[src/rtl/muldiv_hilo_unit_pkg.sv]
// Shared definitions for the multiply/divide HI/LO unit: op codes, FSM states, default width.
// The ALU decodes its MUL/DIV rows with the same op_e encoding.
package muldiv_hilo_unit_pkg;

   localparam int unsigned MulDivWidth = 32;

   typedef enum logic [1:0] {
      OpMult  = 2'd0,
      OpMultu = 2'd1,
      OpDiv   = 2'd2,
      OpDivu  = 2'd3
   } op_e;

   typedef enum logic [1:0] {
      StIdle = 2'd0,
      StCalc = 2'd1,
      StFix  = 2'd2
   } state_e;

   function automatic logic op_is_signed(op_e op);
      return (op == OpMult) || (op == OpDiv);
   endfunction

   function automatic logic op_is_div(op_e op);
      return (op == OpDiv) || (op == OpDivu);
   endfunction

endpackage

[src/rtl/muldiv_hilo_unit_iter.sv]
// One iteration of the multiply/divide datapath (combinational) plus operand magnitude helpers.
// Multiply: shift-add, {acc_hi, acc_lo} shifts right, acc_lo starts as the multiplier.
// Divide: restoring, acc_hi is the partial remainder, acc_lo shifts in quotient bits.
module muldiv_hilo_unit_iter
   import muldiv_hilo_unit_pkg::*;
#(
   parameter int unsigned Width = MulDivWidth
) (
   input  logic             is_signed_i,
   input  logic [Width-1:0] x_i,
   input  logic [Width-1:0] y_i,
   output logic [Width-1:0] mag_x_o,
   output logic [Width-1:0] mag_y_o,
   input  logic             is_div_i,
   input  logic [Width-1:0] acc_hi_i,
   input  logic [Width-1:0] acc_lo_i,
   input  logic [Width-1:0] operand_i,
   output logic [Width-1:0] acc_hi_o,
   output logic [Width-1:0] acc_lo_o
);

   // Absolute values; the most negative number maps onto itself, which is correct unsigned.
   always_comb begin
      mag_x_o = (is_signed_i && x_i[Width-1]) ? -x_i : x_i;
      mag_y_o = (is_signed_i && y_i[Width-1]) ? -y_i : y_i;
   end

   // Single shift-add or restore-subtract step.
   always_comb begin
      logic [Width:0]   sum;
      logic [Width:0]   shifted;
      logic [Width-1:0] diff;
      logic             ge;
      sum     = {1'b0, acc_hi_i} + {1'b0, (acc_lo_i[0] ? operand_i : '0)};
      shifted = {acc_hi_i, acc_lo_i[Width-1]};
      ge      = shifted >= {1'b0, operand_i};
      // When ge holds the true difference is below the divisor, so Width bits suffice.
      diff    = shifted[Width-1:0] - operand_i;
      if (is_div_i) begin
         acc_hi_o = ge ? diff : shifted[Width-1:0];
         acc_lo_o = {acc_lo_i[Width-2:0], ge};
      end else begin
         acc_hi_o = sum[Width:1];
         acc_lo_o = {sum[0], acc_lo_i[Width-1:1]};
      end
   end

endmodule

[src/rtl/muldiv_hilo_unit.sv]
// Iterative multiply/divide unit with architectural HI/LO registers and start/busy/done handshake.
// Build option: define MULDIV_FAST_MUL_EN to run MULT/MULTU as a single-cycle product
// (IDLE -> FIX -> IDLE); divides stay iterative in both builds.
module muldiv_hilo_unit
   import muldiv_hilo_unit_pkg::*;
#(
   parameter int unsigned WIDTH = MulDivWidth
) (
   input  logic             clk_i,
   input  logic             rst_ni,
   input  logic             start_i,
   input  logic [1:0]       op_i,
   input  logic [WIDTH-1:0] x_i,
   input  logic [WIDTH-1:0] y_i,
   input  logic             flush_i,
   input  logic             mthi_i,
   input  logic             mtlo_i,
   output logic [WIDTH-1:0] hi_o,
   output logic [WIDTH-1:0] lo_o,
   output logic             busy_o,
   output logic             done_o,
   output logic             div0_o
);

   localparam int unsigned CntW = (WIDTH > 1) ? $clog2(WIDTH) : 1;

   state_e            state_q;
   op_e               op_q, op_in, op_sel;
   logic [WIDTH-1:0]  x_q, y_q, x_sel, y_sel;
   logic [WIDTH-1:0]  acc_hi_q, acc_lo_q, step_hi, step_lo, step_operand;
   logic [WIDTH-1:0]  mag_x, mag_y;
   logic [WIDTH-1:0]  hi_q, lo_q, fix_hi, fix_lo;
   logic [CntW-1:0]   cnt_q;
   logic              busy_q, done_q, div0_q;
   logic              sel_signed, sel_div, fix_div0;

   // In IDLE the helpers see the live inputs (to seed the accumulators), otherwise the latched ones.
   always_comb begin
      op_in        = op_e'(op_i);
      op_sel       = (state_q == StIdle) ? op_in : op_q;
      x_sel        = (state_q == StIdle) ? x_i : x_q;
      y_sel        = (state_q == StIdle) ? y_i : y_q;
      sel_signed   = op_is_signed(op_sel);
      sel_div      = op_is_div(op_sel);
      step_operand = sel_div ? mag_y : mag_x;
   end

   muldiv_hilo_unit_iter #(
      .Width (WIDTH)
   ) u_iter (
      .is_signed_i (sel_signed),
      .x_i         (x_sel),
      .y_i         (y_sel),
      .mag_x_o     (mag_x),
      .mag_y_o     (mag_y),
      .is_div_i    (sel_div),
      .acc_hi_i    (acc_hi_q),
      .acc_lo_i    (acc_lo_q),
      .operand_i   (step_operand),
      .acc_hi_o    (step_hi),
      .acc_lo_o    (step_lo)
   );

   // Sign correction and divide-by-zero override applied in FIX.
   always_comb begin
      logic [2*WIDTH-1:0] prod;
      logic [2*WIDTH-1:0] prod_res;
      logic               neg_res;
      prod = {acc_hi_q, acc_lo_q};
`ifdef MULDIV_FAST_MUL_EN
      if (!op_is_div(op_q)) begin
         prod = {{WIDTH{1'b0}}, mag_x} * {{WIDTH{1'b0}}, mag_y};
      end
`endif
      neg_res  = op_is_signed(op_q) && (x_q[WIDTH-1] ^ y_q[WIDTH-1]);
      prod_res = neg_res ? -prod : prod;
      fix_div0 = op_is_div(op_q) && (y_q == '0);
      fix_hi   = prod_res[2*WIDTH-1:WIDTH];
      fix_lo   = prod_res[WIDTH-1:0];
      if (fix_div0) begin
         fix_hi = x_q;
         fix_lo = '1;
      end else if (op_is_div(op_q)) begin
         fix_lo = neg_res ? -acc_lo_q : acc_lo_q;
         fix_hi = (op_is_signed(op_q) && x_q[WIDTH-1]) ? -acc_hi_q : acc_hi_q;
      end
   end

   // Control FSM with registered HI/LO, busy, done and div0.
   always_ff @(posedge clk_i or negedge rst_ni) begin
      if (!rst_ni) begin
         state_q  <= StIdle;
         op_q     <= OpMult;
         x_q      <= '0;
         y_q      <= '0;
         acc_hi_q <= '0;
         acc_lo_q <= '0;
         cnt_q    <= '0;
         hi_q     <= '0;
         lo_q     <= '0;
         busy_q   <= 1'b0;
         done_q   <= 1'b0;
         div0_q   <= 1'b0;
      end else begin
         done_q <= 1'b0;
         unique case (state_q)
            StIdle: begin
               if (mthi_i) hi_q <= x_i;
               if (mtlo_i) lo_q <= x_i;
               if (start_i) begin
                  op_q     <= op_in;
                  x_q      <= x_i;
                  y_q      <= y_i;
                  acc_hi_q <= '0;
                  acc_lo_q <= op_is_div(op_in) ? mag_x : mag_y;
                  cnt_q    <= CntW'(WIDTH - 1);
                  busy_q   <= 1'b1;
                  div0_q   <= 1'b0;
`ifdef MULDIV_FAST_MUL_EN
                  state_q  <= op_is_div(op_in) ? StCalc : StFix;
`else
                  state_q  <= StCalc;
`endif
               end
            end
            StCalc: begin
               if (flush_i) begin
                  state_q <= StIdle;
                  busy_q  <= 1'b0;
               end else begin
                  acc_hi_q <= step_hi;
                  acc_lo_q <= step_lo;
                  cnt_q    <= cnt_q - CntW'(1);
                  if (cnt_q == '0) state_q <= StFix;
               end
            end
            StFix: begin
               state_q <= StIdle;
               busy_q  <= 1'b0;
               // A flush here wins over the result write.
               if (!flush_i) begin
                  hi_q   <= fix_hi;
                  lo_q   <= fix_lo;
                  div0_q <= fix_div0;
                  done_q <= 1'b1;
               end
            end
            default: begin
               state_q <= StIdle;
               busy_q  <= 1'b0;
            end
         endcase
      end
   end

   assign hi_o   = hi_q;
   assign lo_o   = lo_q;
   assign busy_o = busy_q;
   assign done_o = done_q;
   assign div0_o = div0_q;

endmodule

[config.mk]
export PLATFORM = sky130hd
export DESIGN_NAME = muldiv_hilo_unit
export DESIGN_NICKNAME = d
export VERILOG_FILES = /design/src/rtl/muldiv_hilo_unit_pkg.sv /design/src/rtl/muldiv_hilo_unit_iter.sv /design/src/rtl/muldiv_hilo_unit.sv
export SDC_FILE = /design/constraint.sdc
export NUM_CORES = 1
export LEC_CHECK = 0
export CAP_MARGIN = 20
export CORE_MARGIN = 2
export CORE_UTILIZATION = 45
export DETAILED_ROUTE_END_ITERATION = 12
export GPL_TIMING_DRIVEN = 0
export PLACE_DENSITY = 0.69
export SYNTH_ARGS = -nofsm -noshare
export SYNTH_HDL_FRONTEND = slang
export SYNTH_SLANG_ARGS = --single-unit
[constraint.sdc]
create_clock -name clk_i -period 6.13 [get_ports clk_i]
set_input_delay 1.226 -clock clk_i [delete_from_list [all_inputs] [get_ports clk_i]]
set_output_delay 1.226 -clock clk_i [all_outputs]
set_load 0.005 [all_outputs]
Yosys cells after proc, flatten, opt, wreduce, memory -nomap -nowiden
Index checks and enable logic that the tools add are counted.

word-level totals
  register bits after elaboration = 204
  input port bits = 72
  output and inout bits = 67
  logic and storage cells = 106

operators by class
  magnitude comparators = 1
  reductions and logical operators = 24
  bitwise logic cells = 1
  add/sub/neg operators = 8
  equal/unequal tests = 15
  muxes and demuxes = 45

operators by type and width
  cell                                              count
  2-to-1 mux 32 bit                                 24
  one-hot mux 32 bit (2 select lines)               4
  negation 32 bit                                   4
  2-to-1 mux 64 bit                                 1
  negation 64 bit                                   1
  adder 32 x 32 -> 33 bit                           1
  greater-or-equal comparator 33 x 32 -> 1 bit      1
  logical NOT 32 bit                                1
  subtractor 32 bit                                 1
  == test 2 bit, second input constant              7
  != test 2 bit, second input constant              6
  AND reduction 3 bit                               4
  2-to-1 mux 5 bit                                  2
  one-hot mux 5 bit (2 select lines)                1
  2-to-1 mux 2 bit                                  4
  logical NOT 2 bit                                 3
  2-to-1 mux 1 bit                                  6
  AND reduction 2 bit                               3
  logical AND 1 bit                                 5
  logical NOT 5 bit                                 1
  logical OR 1 bit                                  5
  subtractor 5 x 1 -> 5 bit, second input constant  1
  one-hot mux 1 bit (2 select lines)                2
  one-hot mux 2 bit (2 select lines)                1
  4 further kinds                                   5

Logic depth before layout (Yosys ltp)
  word-level depth = 12
  gate-level depth with buffers = 26
  gate-level depth less buffers = 20

Modules after synthesis
A second synthesis with hierarchy kept.

unflattened totals
  cells, all modules = 2,321
  area total of the unflattened synthesis = 18,089.8 um^2

modules (own cells, without submodules)
  module                 instances  seq. area each (um^2)  cells an instance  area each (um^2)
  muldiv_hilo_unit       1          5,104.9                1,441              12,157.9
  muldiv_hilo_unit_iter  1          0.0                    880                5,931.9

Least setup slack after synthesis
No wires, ideal clock.

  kind = reg-to-reg
  start point = register state_q[1]
  end point = register acc_hi_q[30]
  arrival = 6,161 ps
  setup slack = -155 ps
  stages on the path, launching flop included = 27
  setup time = 124 ps
  clock period less this slack = 6,285 ps
  data required time = 6,006 ps
  buffers on the path = 7
  cells stage by stage = dfrtp_1 -> buf_2 -> nor2_1 -> buf_2 -> buf_2 -> buf_2 -> buf_4 -> mux2i_1 -> ha_1 -> nand3_1 -> or4_1 -> nor2_1 -> a21oi_1 -> xnor2_1 -> a21oi_1 -> ha_1 -> clkbuf_1 -> a21o_1 -> a21o_1 -> a21oi_1 -> nand2b_1 -> a21oi_1 -> or4b_2 -> nor2_1 -> clkbuf_1 -> nor2_1 -> a211o_1

between the ends
  word-level cells in the longest chain between the ends = 12
  elaborated cells on any way between the ends = 29
  classes of those cells = add/sub (4); order compare (1); eq/ne (5); mux (11); reduce/logical (8)

RTL lines
  element                                                           RTL line                 text
  start: declaration                                                muldiv_hilo_unit.sv:27   state_e state_q;
  start signal: assignment                                          muldiv_hilo_unit.sv:92   state_q <= StIdle;
  start signal: assignment                                          muldiv_hilo_unit.sv:122  state_q <= StCalc;
  start signal: assignment                                          muldiv_hilo_unit.sv:128  state_q <= StIdle;
  branches (longest 12 deep; another with adder 32 x 32 -> 33 bit)  -
  end signal: assignment                                            muldiv_hilo_unit.sv:131  acc_hi_q <= step_hi;
  end: declaration                                                  muldiv_hilo_unit.sv:30   logic [WIDTH-1:0] acc_hi_q, acc_lo_q, step_hi, step_lo, step_operand;

Parallel ways; which one is timed is not known. The select of a mux whose other input is x is not followed.
A chain may end at the register's enable or synchronous reset.

Worst setup path after layout
  start point = register state_q[0]
  end point = register acc_hi_q[24]

The elaborated chain is that of the path after synthesis.

==> flow_summary.ini <==
[routing]
detail-route-antenna-nets = 0
post-route-drc-count = 0
wl_um = 88800
drt-initial-drc-count = 2771
via_per_inst = 6.59
vias = 20900
dr.pass1.iters = 6
wl_per_cell_um = 28.0

[synthesis]
synthCells = 2457
ys_top_cells_by_count = nand2_1 (422), nor2_1 (238), a21oi_1 (216)
yosysMostFrequentCell = nand2_1
yosysTopAreaCell = dfrtp_1
synth_edf_count = 0
ys_types = 86
yosysTopAreaCellShare_pct = 27.9
yosysSeqAreaShare_pct = 27.9
syn_area_um2 = 18300
synth_nets = 2601
avgSynthCellArea_um2 = 7.44
yosys_warnings = 0
synthFlopType = dfrtp_1
async_flop_share_pct = 100
synth.top_cells.by_area = dfrtp_1 (28%), nand2_1 (8.7%), a21oi_1 (5.9%)
ys_ff_latch = 204

[critical_path]
cp_slowest_cell = or4_4
cp-start-kind = register
critPathKind = register to register
critPathArrivalTime_ns = 6.55
ff2ff_setup_slack_ns = 0.04
path_delay_family = simple AND/OR/NAND/NOR gates
cp_data_required_time_ns = 6.59
path_buf_inv = 6
r2r_start = state_q[0]
path_common_cell = a21o_1
endpoint_kind = register
crit_fanout = 19
worstReg2RegEnd = acc_hi_q[24]
critPathMaxStageDelay_ns = 0.64
r2r_cells = 25

[place]
dp_hpwl_um = 69100
gp_congestion = 1.05
io_buffer_count = 137
place_area_um2 = 20300

[global_routing]
grt_pass1_wl_um = 129000
grt_usage_pct = 41.5
grt_pass1_vias = 19400
overflow = 0
grt_start_max_net_pins = 106
antenna_found_initial = 1

[floorplan]
fp.coreArea_um2 = 39900
die_x_um = 206
ioPinCount = 139
die_h_um = 206
rows = 73
start_util_pct = 45.8
die-area_um2 = 42200

[sta]
clock_skew_ns = 0.0347
finalHoldViolations = 0
maxSlewHeadroom_pct = 21.4
max_freq_ghz = 0.164
setup_tns_ns = 0
finalCritPeriodShare_pct = 99.3
setup-violations-final = 0
max_slew.worst_pin.slew_ns = 1.17
slew_violations = 0
min_period_ns = 6.09

[clock_tree]
cts-buffers-inserted = 26
cts_sinks = 204
root_buffer = clkbuf_16
cts.htree.levels = 1
clock_path_buffers = 3
cts_tree = built
clk_pin_slew_ns = 0.06
clk_latency_ns = 0.59

[pwr]
leakage_nw = 9.35
powerDensity_nw_per_um2 = 452
peakVddDrop_mv = 0.300

[worst_hold_path]
holdPathStages = 2
hold-path-endpoint = lo_o[28]
hp-class = register to register
hp-start = lo_o[28]

[final_layout]
syn_to_final_growth_pct = 21.2
drive_gt1_share_pct = 9.01
design_area_um2 = 22100
n_antenna_cell = 0
fillCellCount = 3857
layout.nets = 2779

[outcome]
status = completed

[job]
drv_cap = 0
-- layer usage --
layer  global-route usage [%]  wire length (um)  vias up
li1                         -                 -     9221
met1                     54.2             35000    10100
met2                     63.2             37900     1374
met3                     10.5             10500      279
met4                     21.4              5500        0
met5                        0                 0        -
-- repair_timing --
action                     CTS  global route
gates resized for setup    114            77
setup buffers               11            10
cloned                       0             0
pin swaps                   13            17
setup endpoints to repair   33            33
hold buffers                 0             0
-- stage by stage --
step                power, mW  setup WS (ns)  util, %  hold slack, ns  cells
floorplan                5.69         0.0255        -           0.457   2457
global placement         7.66          -5.22     50.9           0.463   3119
detailed placement       7.72          -2.53     51.0           0.471   3120
CTS                      9.58        0.00545     54.4           0.483   3170
global route             10.5        -0.0348     55.5           0.510   3178
finish                   10.0         0.0412     55.5           0.480   3178
-- worst reg2reg max path: cells and delay by family (launching register included) --
family / cells / cell delay [ns]
AOI/OAI and AO/OA: 6 / 1.19
and+or+nand+nor: 8 / 1.98
DFF: 1 / 0.39
adders and majority gates: 2 / 0.50
xor gates and xnor gates: 1 / 0.32
muxes: 2 / 0.44
buffers and inverters: 6 / 1.17
-- sequential cells by signal, summed over array words and instances (netlist names) --
register / count
busy_o: 1
hi_o: 32
acc_lo_q: 32
cnt_q: 5
op_q: 2
lo_o: 32
div0_o: 1
state_q: 2
done_o: 1
y_q: 32
acc_hi_q: 32
x_q: 32
-- cells by family after synthesis --
family          after synthesis  synth area share, %
simple gates                996                 24.8
compound gates              711                 23.9
flops                       204                 27.9
buf+inv                     201                 4.35
xor+xnor                    158                 7.57
mux                         115                 6.42
fa+ha+maj                    72                 5.01
-- layout by cell type (no fill, tap or decap), drive strengths merged, types with 16 or more instances in the layout --
master	synthesis	routed
mux2i	101	101
a21o	39	39
o31ai	21	21
o211ai	17	17
ha	70	70
dfrtp	204	204
nor3	96	96
clkdlybuf4s50	0	133
nor4	33	33
a31oi	33	33
nand3	61	61
or3	20	20
a211oi	26	26
buf	33	55
inv	36	37
o21a	19	19
xnor2	99	99
clkbuf	131	155
a21oi	216	216
nand2b	16	16
o22ai	48	48
o21ai	185	185
xor2	59	59
nand2	422	422
nand4	20	20
nor2	239	239
-- layout make-up --
| cell class | instances | area, um2 | area share (%) |
|---|---|---|---|
| tap | 525 | 657 | 2.97 |
| sequential | 204 | 5100 | 23.0 |
| clock inverter | 13 | 163 | 0.734 |
| multi-input combinational | 2052 | 13000 | 58.7 |
| inverter | 37 | 140 | 0.633 |
| clock buffer | 33 | 748 | 3.38 |
| buffer | 154 | 744 | 3.36 |
| timing repair buffer | 160 | 1580 | 7.14 |
-- worst max path at each step --
stage / from / end / slack (ns) / cells after the start
2_1_floorplan: state_q[1] / acc_hi_q[30] / 0.03 / 26
3_3_place_gp: rst_ni / acc_hi_q[18] / -5.22 / 1
3_5_place_dp: state_q[1] / acc_hi_q[17] / -2.53 / 26
4_1_cts: y_i[5] / acc_hi_q[28] / 0.005 / 21
5_1_grt: state_q[0] / acc_hi_q[30] / -0.03 / 23
6_report: state_q[0] / acc_hi_q[24] / 0.04 / 25
-- power breakdown --
part           internal, mW  total (mW)  leakage, nW  switching (mW)
sequential             1.65        2.25         2.49           0.599
combinational          2.28        6.10         6.42            3.82
clock                 0.989        1.67        0.441           0.677
No activity file was read; power rests on OpenSTA's default activity.
